--- src/rtl/fifo_ctrl_pkg.sv ---
// fifo_ctrl_pkg: shared FIFO controller state encoding and buffer geometry
package fifo_ctrl_pkg;
   typedef enum logic [1:0] {IDLE, BURST, FLUSH} state_t;
   localparam int FIFO_DW = 32;
   localparam int FIFO_DEPTH = 8;
endpackage

--- src/rtl/rr_arbiter.sv ---
// rr_arbiter: combinational round-robin pick of the first requester at or after ptr
module rr_arbiter #(
   parameter int N = 4,
   parameter int IW = $clog2(N)
) (
   input  logic [N-1:0]  req,
   input  logic [IW-1:0] ptr,
   output logic [N-1:0]  gnt,
   output logic [IW-1:0] idx
);
   logic [IW-1:0] j;
   // scan from farthest to nearest so the nearest requester at or after ptr wins
   always_comb begin
      idx = '0;
      j = '0;
      for (int k = N - 1; k >= 0; k--) begin
         j = IW'((int'(ptr) + k) % N);
         idx = req[j] ? j : idx;
      end
      gnt = (|req) ? (N'(1) << idx) : '0;
   end
endmodule

--- src/rtl/fifo_write_arbiter.sv ---
// fifo_write_arbiter: round-robin burst arbitration and flush sequencing for a FIFO write port
module fifo_write_arbiter
   import fifo_ctrl_pkg::*;
#(
   parameter int N = 4,
   parameter int DW = FIFO_DW,
   parameter int MAX_BURST = 8,
   parameter int FLUSH_CYCLES = 2,
   parameter int IW = $clog2(N)
) (
   input  logic            CLK,
   input  logic            rst,
   input  logic [N-1:0]    req,
   input  logic [N*DW-1:0] data_in,
   input  logic [N-1:0]    last,
   output logic [N-1:0]    ack,
   input  logic            flush,
   input  logic            fifo_full,
   output logic            fifo_en,
   output logic            fifo_wr,
   output logic            fifo_rst,
   output logic [DW-1:0]   fifo_din,
   output logic [IW-1:0]   grant_id,
   output logic            busy
);
   localparam int BW = MAX_BURST > 1 ? $clog2(MAX_BURST) : 1;
   localparam int FW = $clog2(FLUSH_CYCLES + 1);

   state_t state, state_n;
   logic [IW-1:0] rr_ptr, arb_idx;
   logic [N-1:0] arb_gnt;
   logic [BW-1:0] beat_cnt;
   logic [FW-1:0] fcnt;
   logic flush_pend, beat, burst_end;
   logic [DW-1:0] words [N];

   for (genvar g = 0; g < N; g++) begin : g_words
      assign words[g] = data_in[g*DW +: DW];
   end

   rr_arbiter #(.N(N), .IW(IW)) u_arb (
      .req(req),
      .ptr(rr_ptr),
      .gnt(arb_gnt),
      .idx(arb_idx)
   );

   // write-port outputs and next state; a flush always beats a new grant in IDLE
   always_comb begin
      beat = state == BURST && req[grant_id] && !fifo_full;
      burst_end = state == BURST && (!req[grant_id] || (beat && (last[grant_id] || beat_cnt == BW'(MAX_BURST - 1))));
      ack = beat ? (N'(1) << grant_id) : '0;
      fifo_wr = beat;
      fifo_din = beat ? words[grant_id] : '0;
      fifo_rst = state == FLUSH;
      busy = state != IDLE;
      state_n = state;
      case (state)
         IDLE:    state_n = (flush || flush_pend) ? FLUSH : (|arb_gnt) ? BURST : IDLE;
         BURST:   state_n = burst_end ? IDLE : BURST;
         FLUSH:   state_n = fcnt == FW'(FLUSH_CYCLES - 1) ? IDLE : FLUSH;
         default: state_n = IDLE;
      endcase
   end

   // state, grant bookkeeping, beat and flush counters, deferred flush request
   always_ff @(posedge CLK) begin
      if (!rst) begin
         state <= IDLE;
         rr_ptr <= '0;
         grant_id <= '0;
         beat_cnt <= '0;
         fcnt <= '0;
         flush_pend <= 1'b0;
         fifo_en <= 1'b0;
      end else begin
         state <= state_n;
         fifo_en <= 1'b1;
         grant_id <= (state == IDLE && state_n == BURST) ? arb_idx : grant_id;
         rr_ptr <= burst_end ? ((grant_id == IW'(N - 1)) ? '0 : grant_id + 1'b1) : rr_ptr;
         beat_cnt <= (state == IDLE) ? '0 : beat ? beat_cnt + 1'b1 : beat_cnt;
         fcnt <= (state == FLUSH) ? fcnt + 1'b1 : '0;
         flush_pend <= (state == FLUSH && state_n == IDLE) ? 1'b0 : flush_pend | (flush && state == BURST);
      end
   end
endmodule
--- config.mk ---
export PLATFORM = sky130hd
export DESIGN_NAME = fifo_write_arbiter
export DESIGN_NICKNAME = d
export VERILOG_FILES = /design/src/rtl/fifo_ctrl_pkg.sv /design/src/rtl/rr_arbiter.sv /design/src/rtl/fifo_write_arbiter.sv
export SDC_FILE = /design/constraint.sdc
export NUM_CORES = 1
export LEC_CHECK = 0
export CAP_MARGIN = 20
export CORE_MARGIN = 2
export CORE_UTILIZATION = 27
export DETAILED_ROUTE_END_ITERATION = 6
export PLACE_DENSITY_LB_ADDON = 0.05
export SETUP_SLACK_MARGIN = 0.05
export SYNTH_ARGS = -nofsm -noshare
export SYNTH_HDL_FRONTEND = slang
export SYNTH_SLANG_ARGS = --single-unit
--- constraint.sdc ---
create_clock -name CLK -period 1.8 [get_ports CLK]
set_input_delay 0.18 -clock CLK [delete_from_list [all_inputs] [get_ports CLK]]
set_output_delay 0.18 -clock CLK [all_outputs]
set_load 0.005 [all_outputs]
==> results of run 1 <==
==> flip-flops by register name, indices dropped and copies added (netlist names) <==
name / flops
beat_cnt: 3
fcnt: 2
fifo_en: 1
flush_pend: 1
grant_id: 2
rr_ptr: 2
state: 2
==> area by class of cell <==
class | count | area (sq um)
Tap cell | 77 | 96.3
Multi-Input combinational cell | 128 | 1460
Fill cell | 551 | 2240
Sequential cell | 13 | 265
Clock buffer | 4 | 45.0
Timing Repair Buffer | 226 | 2170
Inverter | 10 | 40.0
==> cell usage after synthesis <==
| master | n | area share [%] |
|---|---|---|
| a21oi_1 | 4 | 1.1 |
| buf_2 | 7 | 2.0 |
| buf_1 | 1 | 0.21 |
| buf_6 | 2 | 1.3 |
| xor2_1 | 1 | 0.50 |
| a2111o_1 | 1 | 0.64 |
| a21oi_2 | 1 | 0.50 |
| or2b_2 | 2 | 1.0 |
| a221oi_1 | 1 | 0.50 |
| nand3_1 | 2 | 0.57 |
| inv_1 | 10 | 2.1 |
| and2_1 | 3 | 1.1 |
| clkbuf_1 | 2 | 0.43 |
| or4_4 | 1 | 0.64 |
| o21ai_0 | 2 | 0.57 |
| a21o_1 | 1 | 0.43 |
| o21a_1 | 1 | 0.43 |
| nor4b_1 | 1 | 0.50 |
| nor2b_1 | 34 | 12 |
| nor2_1 | 10 | 2.1 |
| mux4_2 | 33 | 42 |
| nor4_1 | 1 | 0.36 |
| o22ai_1 | 1 | 0.36 |
| o41ai_1 | 1 | 0.50 |
| or2_4 | 1 | 0.50 |
| ha_1 | 7 | 5.0 |
| nand2_1 | 9 | 1.9 |
| mux2i_1 | 6 | 3.4 |
| dfxtp_1 | 13 | 15 |
| nand3b_2 | 1 | 0.64 |
| nor3_1 | 1 | 0.29 |
| and2b_2 | 2 | 1.0 |
==> metrics by stage <==
step | power (mW) | util, % | setup WS [ns] | instance area, sq um | instances
after floorplan | 0.588 | - | 0.0782 | 1770 | 163
after global placement | 1.00 | 60.1 | -0.320 | 3800 | 428
after detailed placement | 1.01 | 60.1 | -0.350 | 3800 | 428
after CTS | 1.33 | 64.2 | -0.187 | 4050 | 457
after global routing | 1.41 | 64.5 | -0.186 | 4080 | 458
final | 1.34 | 64.5 | -0.135 | 4080 | 458
==> metal layers <==
metal	routed length, um	share of wire, %
met4	201	2.4
met1	3340	40
met2	4200	51
met3	551	6.6
met5	0	0
==> what timing repair did <==
item	4_1_cts	5_1_grt
gates resized for setup	170	29
cloned	2	0
buffers inserted	23	7
pin swaps	4	1
endpoints found under the setup margin	38	40
==> power by group <==
group,internal [mW],switching [mW]
Clock,0.156,0.105
Sequential,0.302,0.0139
Combinational,0.561,0.198
==> worst min-delay path by stage <==
stage,slack (ns),endpoint,startpoint
global route,0.47,fcnt[0],fcnt[0]
detailed placement,0.42,fcnt[0],fcnt[0]
CTS,0.43,fcnt[0],fcnt[0]
floorplan,0.21,fifo_en,rst
global placement,0.41,fcnt[0],fcnt[0]
finish,0.42,fcnt[0],fcnt[0]
==> placed cells by master, fill, tap and decap left out, types with 2 or more instances in the layout <==
cell type and count:
buf_4 21, nor2_1 10, clkbuf_8 3, or2b_2 2, buf_2 26, nand2_1 9
a21oi_1 4, buf_8 5, ha_1 7, mux2i_1 6, clkbuf_2 5, nor2b_4 6
dfxtp_1 11, inv_1 9, clkdlybuf4s50_1 143, and2_4 3, buf_12 7, nand3_1 2
and2b_2 2, mux4_2 33, buf_6 17, nor2b_1 27
==> cell families after synthesis <==
family                     Yosys count
and+or+nand+nor                     68
DFF                                 13
xor gates and xnor gates             1
buffers and inverters               22
AOI/OAI and AO/OA                   13
adders and majority gates            7
muxes                               39
==> critical path, delay by kind of cell (launching register included) <==
family                 cells  cell delay, ns
DFF                        1            0.34
and+or+nand+nor            2            0.19
buffers and inverters      4            0.44
muxes                      1            0.55
==> reports/metrics.cfg, run 1 <==
[outcome]
status=finished, violations left
violations=negative setup slack

[setup_path]
crit_required_ns=1.62
critPathLaunch=grant_id[1]
reg2reg_from=grant_id[1]
crit_fanout=5
start_kind=register
arrival_ns=1.75
reg2reg_slack_ns=-0.03
path_cells=mux4_2, nand3b_4, buf_12, buf_12, buf_6, nor2b_4, buf_2
reg2regPathDepth=8
crit_end=fifo_din[0]
slowest_delay_ns=0.55
worst_path_max_delay_cell=mux4_2
crit_path_frequent_cell=buf_12
path_class=register to primary output
r2r-end=beat_cnt[2]
endpoint_kind=primary output

[floorplanning]
dieArea_sq_um=7160
die_h_um=84.6
core_area_sq_um=6310
io_pins=182
std_cell_rows=29
die_w_um=84.6
initial_core_util_pct=27.8

[logic_synthesis]
synth_top_family_by_area=multiplexers
synthXorXnorAreaFrac_pct=0.499
yosysWarnings=0
synth-seq-area-share_pct=14.8
synth_fp_nets=310
synthMuxAreaShare_pct=45.8
synth_cell_type_count=32
synthesis.area_per_instance_sq_um=10.8
synth_adder_area_share_pct=4.99
ys_ff_latch=13
synth_simple_gate_area_share_pct=22.8
synthCells=163
synth_compound_area_share_pct=5.06
syn_area_sq_um=1750

[power_and_ir_drop]
p_per_area_nw_per_um2=328
vdd_drop_max_mv=0.559
leakage_nw=1.69

[drt]
viasPerCell=4.79
postRouteAntennaNets=0
vias=2193
drt_iter0_markers=50
firstDrtPassIters=4
drc=0
wire_per_inst_um=18.1
wl_um=8290

[grt]
grt_use_total_pct=22.2
met1_usage_pct=27.7
grt_antenna_before_repair=0
top_usage_layer=met2
use_met3_pct=3.34
grtUsageMet2_pct=39.8
grt_first_pass_wirelength_um=12400
grt_pass1_vias=2303
grt_overflow_total=0
grt_max_degree=22

[sta]
rsz0062_at_grt=yes
fin_setup_tns_ns=-2.42
finalCritPeriodShare_pct=107
setup_viol=36
slew_viol_final=0
tightest_slew_ns=0.315
setup_ws_ns=-0.135
max_freq_ghz=0.517
finalHoldViolations=0
holdWs_ns=0.424
post-route-min-period_ns=1.93
clock_skew_ns=0.00839
slew_headroom_pct=78.8

[clocking]
cts_hold_buf=0
cts_made_buffers=3
htree_levels=1
cts.path.max_buffers=2
clock-sinks=13
cts_tree=yes
cts-root-buf=clkbuf_8
cts.clk_slew.worst_paths_ns=0.06
clk_latency_ns=0.24

[placement]
place_hpwl_um=6590
gp_congestion=0.844
io_buffers=181

[finish]
num_antenna_cells=0
area_growth_pct=132
layout.nets=529
drive_gt1_share_pct=36.5

[min_path]
holdPathStages=1
hold_class=register to register

[job]
cap_violations=0

Note: power is estimated with default switching activity, not from simulation.
==> inputs of run 2 (changes only) <==
SKIP_LAST_GASP = 1   (was not set)
==> reports/metrics.cfg, run 2 (synthesized netlist as in run 1, its figures left out) <==
[sta]
holdWs_ns=0.424  ; about the same
finalCritPeriodShare_pct=110  ; was 107%
finalHoldViolations=0  ; unchanged
slew_viol_final=0  ; unchanged
max_freq_ghz=0.507  ; was 0.517 GHz
tightest_slew_ns=0.318  ; was 0.315 ns
setup_ws_ns=-0.173  ; was -0.135 ns
post-route-min-period_ns=1.97  ; was 1.93 ns
rsz0062_at_grt=yes  ; unchanged
slew_headroom_pct=78.6  ; was 78.8%
clock_skew_ns=0.00960  ; was 0.00839 ns
fin_setup_tns_ns=-3.41  ; was -2.42 ns
setup_viol=36  ; unchanged

[floorplanning]
dieArea_sq_um=7160  ; unchanged
core_area_sq_um=6310  ; unchanged
std_cell_rows=29  ; unchanged
initial_core_util_pct=27.8  ; unchanged
io_pins=182  ; unchanged
die_h_um=84.6  ; unchanged
die_w_um=84.6  ; unchanged

[grt]
grt_max_degree=22  ; unchanged
grt_overflow_total=0  ; unchanged
grt_pass1_vias=2285  ; was 2303
grt_first_pass_wirelength_um=12400  ; about the same
grt_antenna_before_repair=0  ; unchanged
grt_use_total_pct=22.2  ; about the same

[drt]
viasPerCell=4.83  ; was 4.79
wire_per_inst_um=18.1  ; about the same
drt_iter0_markers=64  ; was 50
firstDrtPassIters=4  ; unchanged
wl_um=8230  ; was 8290 um
drc=0  ; unchanged
vias=2196  ; was 2193
postRouteAntennaNets=0  ; unchanged

[clocking]
clock-sinks=13  ; unchanged
htree_levels=1  ; unchanged
cts_tree=yes  ; unchanged
clk_latency_ns=0.25  ; was 0.24 ns
cts_hold_buf=0  ; unchanged
cts.path.max_buffers=2  ; unchanged
cts-root-buf=clkbuf_8  ; unchanged
cts.clk_slew.worst_paths_ns=0.06  ; about the same
cts_made_buffers=3  ; unchanged

[power_and_ir_drop]
p_per_area_nw_per_um2=328  ; about the same
vdd_drop_max_mv=0.552  ; was 0.559 mV
p_total_mw=1.33  ; was 1.34 mW
leakage_nw=1.68  ; was 1.69 nW

[finish]
drive_gt1_share_pct=33.9  ; was 36.5%
largest_register=beat_cnt  ; unchanged
design_area_sq_um=4050  ; was 4080 sq um
num_antenna_cells=0  ; unchanged
area_growth_pct=131  ; was 132%
final_common_cell=clkdlybuf4s50_1  ; unchanged
final_cell_mix=clkdlybuf4s50_1 (143), mux4_2 (33), nor2b_1 (29)  ; was clkdlybuf4s50_1 (143), mux4_2 (33), nor2b_1 (27)
layout.nets=526  ; was 529
largest_reg_flops=3  ; unchanged

[placement]
dp_slack_ns=-0.350  ; unchanged
place_hpwl_um=6590  ; unchanged
io_buffers=181  ; unchanged
gp_congestion=0.844  ; unchanged
dpl_cell_area_sq_um=3800  ; unchanged

[setup_path]
start_kind=register  ; unchanged
crit_required_ns=1.62  ; about the same
reg2reg_slack_ns=0.02  ; was -0.03 ns
crit_fanout=5  ; unchanged
path_class=register to primary output  ; unchanged
endpoint_kind=primary output  ; unchanged
arrival_ns=1.79  ; was 1.75 ns

[outcome]
violations=negative setup slack  ; unchanged
status=finished, violations left  ; unchanged

[min_path]
hold_class=register to register  ; unchanged

[job]
cap_violations=0  ; unchanged

run 2: cell types whose count changed in the layout (fill, tap and decap cells not counted), sizes merged:
cell	change
buf	-5
clkbuf	-5
dlygate4sd2	+7
run 2: final timing paths:
check / start / to / cells after the start
max: grant_id[0] / fifo_din[7] / 5
min reg2reg: fcnt[0] / fcnt[0] / 1
min: fcnt[0] / fcnt[0] / 1
max reg2reg: grant_id[1] / beat_cnt[2] / 7
run 2: through the flow:
step / cells / util, %
global route: 455 / 64.2
CTS: 457 / 63.9
floorplan: 163 / -
global placement: 428 / 60.1
detailed placement: 428 / 60.1
finish: 455 / 64.2
run 2: worst max-delay path, stage by stage (launching register included):
cell and delay [ns]:
dfxtp_4 0.40, buf_12 0.12, buf_8 0.11, mux4_2 0.50, nor2b_1 0.15, dlygate4sd2_1 0.26
run 2: cell type report:
cell class | instances | area [sq um]
Fill cell | 557 | 2260
Sequential cell | 13 | 265
Tap cell | 77 | 96.3
Multi-Input combinational cell | 128 | 1440
Clock buffer | 4 | 45.0
Inverter | 10 | 40.0
Timing Repair Buffer | 223 | 2160
run 2: power breakdown:
part / internal (mW) / switching, mW
clock: 0.156 / 0.108
combinational: 0.555 / 0.196
sequential: 0.302 / 0.0139
run 2: metal layers:
layer	global-route usage [%]	vias up	routed length, um	share of wire, %
li1	-	1037	-	-
met1	27.7	1044	3350	41
met2	40.0	99	4180	51
met3	3.24	16	516	6.3
met4	5.77	0	176	2.1
met5	0	-	0	0
run 2: what timing repair did:
item,in CTS,in global routing
gates resized for setup,154,25
pin swaps,4,3
setup endpoints to repair,38,41
cloned,2,0
buffers inserted,23,4
